`src/rtl/wav_dfi_phy_hs_responder.sv`:
```
// wav_dfi_phy_hs_responder: PHY-side end of the DFI control handshakes.
// Answers lp_ctrl / lp_data / ctrlupd requests from the MC, initiates phyupd
// on upd_trigger and tracks init_start / init_complete.
//
// Ports:
//   clock, reset (sync, active-low)
//   init_start -> init_complete
//   lp_ctrl_req/lp_ctrl_wakeup -> lp_ctrl_ack, lp_ctrl_wakeup_q
//   lp_data_req/lp_data_wakeup -> lp_data_ack, lp_data_wakeup_q
//   ctrlupd_req -> ctrlupd_ack
//   upd_trigger/upd_type, phyupd_ack -> phyupd_req, phyupd_type, upd_busy
//   phyupd_timeout (sticky error)
//
// Optional feature macro: WAV_DFI_PHYUPD_TIMEOUT_EN
//   defined   : phyupd response timeout counter, sticky phyupd_timeout
//   undefined : no counter, phyupd_timeout tied 0

module wav_dfi_phy_hs_responder #(
    parameter int unsigned LP_ACK_DLY      = 4,
    parameter int unsigned CTRLUPD_ACK_DLY = 2,
    parameter int unsigned PHYUPD_HOLD     = 8,
    parameter int unsigned TPHYUPD_RESP    = 16,
    parameter int unsigned INIT_DLY        = 10
) (
    input  logic       clock,
    input  logic       reset,
    input  logic       init_start,
    output logic       init_complete,
    input  logic       lp_ctrl_req,
    input  logic [5:0] lp_ctrl_wakeup,
    output logic       lp_ctrl_ack,
    input  logic       lp_data_req,
    input  logic [5:0] lp_data_wakeup,
    output logic       lp_data_ack,
    output logic [5:0] lp_ctrl_wakeup_q,
    output logic [5:0] lp_data_wakeup_q,
    input  logic       ctrlupd_req,
    output logic       ctrlupd_ack,
    input  logic       upd_trigger,
    input  logic [1:0] upd_type,
    output logic       phyupd_req,
    output logic [1:0] phyupd_type,
    input  logic       phyupd_ack,
    output logic       upd_busy,
    output logic       phyupd_timeout
);

    if (LP_ACK_DLY < 1 || LP_ACK_DLY > 15) begin : g_bad_lp_dly
        $error("LP_ACK_DLY must be 1..15");
    end
    if (CTRLUPD_ACK_DLY < 1 || CTRLUPD_ACK_DLY > 15) begin : g_bad_cu_dly
        $error("CTRLUPD_ACK_DLY must be 1..15");
    end
    if (PHYUPD_HOLD < 1 || PHYUPD_HOLD > 255) begin : g_bad_hold
        $error("PHYUPD_HOLD must be 1..255");
    end
    if (TPHYUPD_RESP < 1 || TPHYUPD_RESP > 255) begin : g_bad_resp
        $error("TPHYUPD_RESP must be 1..255");
    end
    if (INIT_DLY < 1 || INIT_DLY > 255) begin : g_bad_init
        $error("INIT_DLY must be 1..255");
    end

    localparam logic [3:0] LP_D   = 4'(LP_ACK_DLY);
    localparam logic [3:0] CU_D   = 4'(CTRLUPD_ACK_DLY);
    localparam logic [7:0] PU_H   = 8'(PHYUPD_HOLD);
    localparam logic [7:0] INIT_D = 8'(INIT_DLY);

    typedef enum logic [1:0] {
        LP_IDLE,
        LP_WAIT,
        LP_ACK,
        LP_REL
    } lp_state_t;

    typedef enum logic [1:0] {
        CU_IDLE,
        CU_WAIT,
        CU_ACK
    } cu_state_t;

    typedef enum logic [1:0] {
        PU_IDLE,
        PU_REQ,
        PU_HOLD,
        PU_DROP
    } pu_state_t;

    function automatic logic [3:0] inc4(input logic [3:0] v);
        return (v == 4'hf) ? v : v + 4'd1;
    endfunction

    function automatic logic [7:0] inc8(input logic [7:0] v);
        return (v == 8'hff) ? v : v + 8'd1;
    endfunction

    // ------------------------------------------------------------------
    // init tracking
    // ------------------------------------------------------------------
    logic [7:0] init_cnt;

    always_ff @(posedge clock) begin
        if (!reset) begin
            init_cnt      <= '0;
            init_complete <= 1'b0;
        end else if (init_start) begin
            init_cnt      <= inc8(init_cnt);
            init_complete <= (inc8(init_cnt) >= INIT_D);
        end else begin
            init_cnt      <= '0;
            init_complete <= 1'b0;
        end
    end

    // ------------------------------------------------------------------
    // LP handshakes: index 0 = ctrl, 1 = data
    // ------------------------------------------------------------------
    lp_state_t  lp_state [2];
    logic [3:0] lp_cnt   [2];
    logic [5:0] lp_wq    [2];
    logic [5:0] lp_wake  [2];
    logic [1:0] lp_req;
    logic [1:0] lp_ack;
    logic       lp_open;
    logic       lp_all_idle;

    assign lp_req      = {lp_data_req, lp_ctrl_req};
    assign lp_wake[0]  = lp_ctrl_wakeup;
    assign lp_wake[1]  = lp_data_wakeup;
    // Another handshake owning the interface blocks a new LP entry.
    assign lp_open     = !init_start && !ctrlupd_ack &&
                         !phyupd_req && !phyupd_ack;
    assign lp_all_idle = (lp_state[0] == LP_IDLE) &&
                         (lp_state[1] == LP_IDLE);

    always_ff @(posedge clock) begin
        if (!reset) begin
            for (int i = 0; i < 2; i++) begin
                lp_state[i] <= LP_IDLE;
                lp_cnt[i]   <= '0;
                lp_wq[i]    <= '0;
            end
            lp_ack <= '0;
        end else begin
            for (int i = 0; i < 2; i++) begin
                unique case (lp_state[i])
                    LP_IDLE: begin
                        if (lp_req[i] && lp_open) begin
                            lp_wq[i]  <= lp_wake[i];
                            lp_cnt[i] <= 4'd1;
                            if (LP_D <= 4'd1) begin
                                lp_state[i] <= LP_ACK;
                                lp_ack[i]   <= 1'b1;
                            end else begin
                                lp_state[i] <= LP_WAIT;
                            end
                        end
                    end
                    LP_WAIT: begin
                        if (!lp_req[i]) begin
                            lp_state[i] <= LP_IDLE;
                        end else begin
                            lp_cnt[i] <= inc4(lp_cnt[i]);
                            // Ack is held off while init is in progress.
                            if (inc4(lp_cnt[i]) >= LP_D && !init_start) begin
                                lp_state[i] <= LP_ACK;
                                lp_ack[i]   <= 1'b1;
                            end
                        end
                    end
                    LP_ACK: begin
                        if (!lp_req[i]) begin
                            lp_state[i] <= LP_REL;
                            lp_ack[i]   <= 1'b0;
                        end
                    end
                    LP_REL: begin
                        lp_state[i] <= LP_IDLE;
                    end
                    default: begin
                        lp_state[i] <= LP_IDLE;
                        lp_ack[i]   <= 1'b0;
                    end
                endcase
            end
        end
    end

    assign lp_ctrl_ack      = lp_ack[0];
    assign lp_data_ack      = lp_ack[1];
    assign lp_ctrl_wakeup_q = lp_wq[0];
    assign lp_data_wakeup_q = lp_wq[1];

    // ------------------------------------------------------------------
    // ctrlupd handshake
    // ------------------------------------------------------------------
    cu_state_t  cu_state;
    logic [3:0] cu_cnt;
    logic       cu_open;

    // Not accepted while blocked; the request simply stays pending.
    assign cu_open = ctrlupd_req && !phyupd_req && !phyupd_ack &&
                     !init_start && lp_all_idle;

    always_ff @(posedge clock) begin
        if (!reset) begin
            cu_state    <= CU_IDLE;
            cu_cnt      <= '0;
            ctrlupd_ack <= 1'b0;
        end else begin
            unique case (cu_state)
                CU_IDLE: begin
                    if (cu_open) begin
                        cu_cnt <= 4'd1;
                        if (CU_D <= 4'd1) begin
                            cu_state    <= CU_ACK;
                            ctrlupd_ack <= 1'b1;
                        end else begin
                            cu_state <= CU_WAIT;
                        end
                    end
                end
                CU_WAIT: begin
                    if (!ctrlupd_req) begin
                        cu_state <= CU_IDLE;
                    end else begin
                        cu_cnt <= inc4(cu_cnt);
                        if (inc4(cu_cnt) >= CU_D && !init_start) begin
                            cu_state    <= CU_ACK;
                            ctrlupd_ack <= 1'b1;
                        end
                    end
                end
                CU_ACK: begin
                    if (!ctrlupd_req) begin
                        cu_state    <= CU_IDLE;
                        ctrlupd_ack <= 1'b0;
                    end
                end
                default: begin
                    cu_state    <= CU_IDLE;
                    ctrlupd_ack <= 1'b0;
                end
            endcase
        end
    end

    // ------------------------------------------------------------------
    // phyupd initiator
    // ------------------------------------------------------------------
    pu_state_t  pu_state;
    logic [7:0] pu_hcnt;
    logic       pu_start;

    // A pending ctrlupd_req wins over a same-cycle trigger; a trigger that
    // cannot start is discarded rather than queued.
    assign pu_start = upd_trigger && !ctrlupd_req && !init_start &&
                      lp_all_idle;

`ifdef WAV_DFI_PHYUPD_TIMEOUT_EN
    localparam logic [7:0] PU_T = 8'(TPHYUPD_RESP);
    logic [7:0] pu_tcnt;
`endif

    always_ff @(posedge clock) begin
        if (!reset) begin
            pu_state    <= PU_IDLE;
            pu_hcnt     <= '0;
            phyupd_req  <= 1'b0;
            phyupd_type <= '0;
            upd_busy    <= 1'b0;
`ifdef WAV_DFI_PHYUPD_TIMEOUT_EN
            pu_tcnt        <= '0;
            phyupd_timeout <= 1'b0;
`endif
        end else begin
            unique case (pu_state)
                PU_IDLE: begin
                    if (pu_start) begin
                        pu_state    <= PU_REQ;
                        phyupd_req  <= 1'b1;
                        phyupd_type <= upd_type;
                        upd_busy    <= 1'b1;
`ifdef WAV_DFI_PHYUPD_TIMEOUT_EN
                        pu_tcnt <= '0;
`endif
                    end
                end
                PU_REQ: begin
                    if (phyupd_ack) begin
                        pu_state <= PU_HOLD;
                        pu_hcnt  <= 8'd1;
                    end else begin
`ifdef WAV_DFI_PHYUPD_TIMEOUT_EN
                        // Flag only; the request itself stays up.
                        pu_tcnt <= inc8(pu_tcnt);
                        if (inc8(pu_tcnt) >= PU_T) begin
                            phyupd_timeout <= 1'b1;
                        end
`endif
                    end
                end
                PU_HOLD: begin
                    if (pu_hcnt >= PU_H) begin
                        pu_state   <= PU_DROP;
                        phyupd_req <= 1'b0;
                    end else begin
                        pu_hcnt <= inc8(pu_hcnt);
                    end
                end
                PU_DROP: begin
                    if (!phyupd_ack) begin
                        pu_state <= PU_IDLE;
                        upd_busy <= 1'b0;
                    end
                end
                default: begin
                    pu_state   <= PU_IDLE;
                    phyupd_req <= 1'b0;
                    upd_busy   <= 1'b0;
                end
            endcase
        end
    end

`ifndef WAV_DFI_PHYUPD_TIMEOUT_EN
    assign phyupd_timeout = 1'b0;
`endif

endmodule

```
`config.mk`:
```
export PLATFORM = sky130hd
export DESIGN_NAME = wav_dfi_phy_hs_responder
export DESIGN_NICKNAME = d
export VERILOG_FILES = /design/src/rtl/wav_dfi_phy_hs_responder.sv
export SDC_FILE = /design/constraint.sdc
export NUM_CORES = 1
export LEC_CHECK = 0
export CAP_MARGIN = 25
export CORE_UTILIZATION = 50
export DETAILED_ROUTE_END_ITERATION = 16
export HOLD_SLACK_MARGIN = 0.06
export PLACE_DENSITY = 0.75
export SLEW_MARGIN = 20
export SYNTH_ARGS = -nofsm -noshare
export SYNTH_HDL_FRONTEND = slang
export SYNTH_SLANG_ARGS = --single-unit
```
`constraint.sdc`:
```
create_clock -name clock -period 2.45 [get_ports clock]
set_input_delay 0.245 -clock clock [delete_from_list [all_inputs] [get_ports clock]]
set_output_delay 0.245 -clock clock [all_outputs]
set_load 0.02 [all_outputs]
```
# Word-level counts from Yosys, hierarchy flattened

Memories as Yosys holds them, arrays and structs flattened.
Cells that the tools add are included.

Register bits: 32
Bits in latches: 0
RAM bits: 24
Memory bits (read-only): 0
Bits of input ports: 22
Output and inout port bits: 21
Word-level logic and storage cells: 218
Memories: 3

Add/subtract/negate cells: 5
Multiply operators: 0
Div/mod/pow operators: 0
Order comparisons: 5
Equal/unequal tests: 33
Shift operators: 0
Muxes and demuxes: 101
Bitwise logic cells: 17
Reduce and logical (&&, ||, !) cells: 42

Memory list:

| name     | words | bits a word | rd ports | clocked after memory_dff | write ports | line | RTL |
|---|---|---|---|---|---|---|---|
| lp_wq    | 2     | 6           | 2        | 0                        | 2           | 120  | `logic [5:0] lp_wq [2];` |
| lp_cnt   | 2     | 4           | 2        | 0                        | 2           | 119  | `logic [3:0] lp_cnt [2];` |
| lp_state | 2     | 2           | 2        | 0                        | 2           | 118  | `lp_state_t lp_state [2];` |

Operators by type and width:

| operator            | number |
|---|---|
| $mux 1              | 59 |
| $mux 2              | 18 |
| $mux 4              | 9 |
| $mux 8              | 4 |
| $ne 2x2->1 const B  | 16 |
| $reduce_and 4->1    | 5 |
| $add 8x1->8 const B | 2 |
| $eq 8x8->1 const B  | 2 |
| $ge 8x4->1 const B  | 2 |
| $logic_and 1x1->1   | 16 |
| $or 1x1->1          | 16 |
| $pmux 8 s2          | 1 |
| $eq 2x2->1 const B  | 7 |
| $add 4x1->4 const B | 3 |
| $eq 4x4->1 const B  | 3 |
| $mux 6              | 2 |
| $reduce_and 3->1    | 4 |
| $reduce_bool 2->1   | 6 |
| $eq 2x1->1 const B  | 4 |
| $ge 4x3->1 const B  | 2 |
| $logic_not 2->1     | 4 |
| $pmux 1 s2          | 4 |
| $pmux 2 s4          | 1 |
| $pmux 4 s2          | 1 |
| other kinds (7)     | 12 |

# Longest topological paths before layout

Depth in word-level cells: 14
Mapped depth: 7
Depth with buffers taken out: 7

# Least setup slack after synthesis

No wires, ideal clock.

Path kind: register to register
From: register phyupd_req
To: memory lp_cnt[1][0], enable pin
Library setup time: 0.312 ns
Arrival time: 1.835 ns
Path slack: 0.304 ns
Cell stages (with the launch flop): 4
Buffers on the path: 0
Clock period less this slack: 2.146 ns
Cells stage by stage: dfxtp_1 or4_1 o31ai_1 nand2b_1

RTL lines:

| item                   | line | RTL |
|---|---|---|
| from (decl)            | 41   | `output logic phyupd_req,` |
| from (signal assigned) | 269  | `phyupd_req <= 1'b0;` |
| from (signal assigned) | 281  | `phyupd_req <= 1'b1;` |
| from (signal assigned) | 306  | `phyupd_req <= 1'b0;` |
| to (decl)              | 119  |  |

==> metrics <==
pwr/cell area 612 mW/mm²; die height 77.8 µm; CP Launch Type flip-flop; final setup vio count 0; Gate power share 0.231; synth unique cells 52; # Post-CTS Setup Buffers 0; Sink Count 56; CP delay by family, top simple AND/OR/NAND/NOR gates; CP max stage cell or4_4; CP max FO 10; CP Data Required Time 2650 ps; XOR/XNOR share of the synthesized area 0.0122; hold buffers post-CTS 0; Placeable Area 0.00551 mm²; Pre-antenna DRT Iters 4; Synth warnings 0; fraction of layout cells with a size suffix above 1 0.0793; slew margin rel. 0.624; clock share of power 0.238; Area after DPL 0.00339 mm²; FMAX 0.472 GHz; H-tree level count 2; post_cts resized 0; RSZ-0062 raised after global routing no; Worst Tran Pin Value 563 ps; residual DRC count 0; Main synth FF type dfxtp_1; period utilization 0.865; register area share after synthesis 0.474; slowest cell delay on critical path 610 ps; vias in the first global route 2111; internal power 1.48 mW; Synth Area per Inst 9.41 µm²; status finished, final reports clean; sequential power share 0.531; final hold violation count 0; Net Sw Frac 0.304; clock buffer depth 2; final std cells w/o fill 425; Placer Congestion 0.924; CTS tree done; antenna violations before repair 0; mux share of post-synthesis cell area 0.0322; CP arrival 2320 ps; IO Pins 43; Synth area leader edfxtp_1; post-synth top area share 0.251; total CTS buffers 5; max cap viols 0; DR vias/cell 5.53; dpl hpwl 4240 µm; I/O Buffers 41; GRT Overall Usage 0.196; Final WS setup 331 ps; setup TNS 0 ps; Synth area leaders edfxtp_1 (25%), dfxtp_1 (22%), ha_1 (4.8%); skew final 12.1 ps; Clock Root Buffer clkbuf_8; crit path cell chain or4_4 > nor4b_4 > o211ai_2 > nor3_1 > a211oi_1; Iter 0 DRT Violations 117; Starting Density 0.521; Die Wd 77.8 µm; placed insts 417; standard-cell rows 27; worst skew pair latency 310 ps; Buf/Inv on CP 0; grt total ovfl 0; #FFs+latches synth 56; CP endpoint kind flip-flop; fin area 0.00348 mm²; asr flop ratio synth 0; max-slew violation count 0; CTS clock-pin slew for the worst setup and hold paths 100 ps; adder-cell share of the synthesized area 0.0479; Cell Area, Synth 0.00287 mm²; Synth Area in Simple Gates 0.240; switching power 0.646 mW; WL final 5800 µm; Syn Nets 338; WL/cell 13.7 µm; kind of critical path flip-flop to flip-flop; EDFF count, synth 24; area grow syn2layout 21.2%; Syn Inst Count 305; post-route ant nets 0; DIE AREA 0.00605 mm²; dpl ws 357 ps; maximum vdd drop 0.000370 V; Static Leak 1.33 nW; worst min path class flip-flop to flip-flop; post-layout min period 2120 ps; WHS 473 ps; Synth Area in Compound Gates 0.155; vias 2350; Nets 385; first-pass GRT wire length 9320 µm; main combinational cell family by area after synthesis simple AND/OR/NAND/NOR gates; ANT cells 0; largest net degree at the start of global routing 19
==> state kept, by name (all words and copies together), names as in the netlist <==
signal         cells
phyupd_type        2
cu_state           2
lp_ack             2
phyupd_req         1
lp_cnt             8
upd_busy           1
cu_cnt             4
lp_state           4
pu_state           2
pu_hcnt            8
init_cnt           8
init_complete      1
ctrlupd_ack        1
lp_wq             12
==> kinds of logic after synthesis <==
| kind of cell | after synthesis |
|---|---|
| other cells | 1 |
| flops | 56 |
| simple gates | 132 |
| compound gates | 68 |
| xor+xnor | 4 |
| fa+ha+maj | 11 |
| mux | 9 |
| buf+inv | 24 |
==> cell usage in the layout, fill, tap and decap left out, types with 3 or more instances in the layout <==
master,synthesis,routed
and3_1,18,18
a211oi_1,9,9
nor3_1,10,10
nand3_1,19,19
o211ai_1,3,3
nand2b_1,9,9
buf_4,2,10
nor2b_1,3,3
clkbuf_8,0,5
nor4_1,3,3
dfxtp_1,32,32
a31oi_1,7,7
o21ai_0,15,15
clkdlybuf4s50_1,0,41
nand2_1,25,25
inv_1,13,13
and2_1,3,3
nor2_1,30,30
o31ai_1,3,3
edfxtp_1,24,24
mux2i_1,7,7
a21oi_1,15,15
ha_1,11,11
xor2_1,3,3
==> stage by stage <==
stage                util  power, mW
floorplan               -       1.47
global placement    0.615       1.63
detailed placement  0.615       1.64
CTS                 0.632       2.14
global route        0.632       2.25
finish              0.632       2.13
==> synth_stat cells, types with 6 or more instances <==
cell,instances
dfxtp_1,32
nor2_1,30
nand2_1,25
edfxtp_1,24
nand3_1,19
and3_1,18
a21oi_1,15
o21ai_0,15
inv_1,13
ha_1,11
nor3_1,10
a211oi_1,9
nand2b_1,9
a31oi_1,7
mux2i_1,7
clkbuf_1,6
==> metal layers <==
layer,routed length (µm),up-vias,GRT usage
met1,2720,1089,0.250
met3,228,7,0.0388
met5,0,-,0
li1,-,1209,-
met4,78,0,0.0811
met2,2780,45,0.322
==> final timing paths <==
check | from | endpoint | slack (ps) | cells after the start
setup / recovery | lp_state[0][0] | pu_state[0] | 330 | 5
setup reg to reg | lp_state[0][0] | pu_state[0] | 330 | 5
hold reg to reg | lp_ack[1] | lp_ack[1] | 470 | 2
hold / removal | lp_ack[1] | lp_ack[1] | 470 | 2
==> power by group through the flow <==
| stage | registers, mW | clock network [mW] | logic [mW] |
|---|---|---|---|
| floorplan | 1.16 | 0 | 0.310 |
| global placement | 1.15 | 0 | 0.480 |
| detailed placement | 1.15 | 0 | 0.492 |
| CTS | 1.13 | 0.522 | 0.493 |
| global route | 1.14 | 0.564 | 0.543 |
| finish | 1.13 | 0.507 | 0.492 |
==> tightest hold or removal path, stage by stage, from the launching register on <==
cell	delay, ps
dfxtp_1	330
nand2_1	50
o21ai_0	60
==> cell type report <==
cell class	count	area, µm²
clock buffer	5	68.8
inverter	13	48.8
fill	468	2030
timing repair buffer	51	485
multi-input combinational	225	1400
tap	72	90.1
sequential	56	1360
clock inverter	3	23.8
Power figures use the tool's default switching activity.
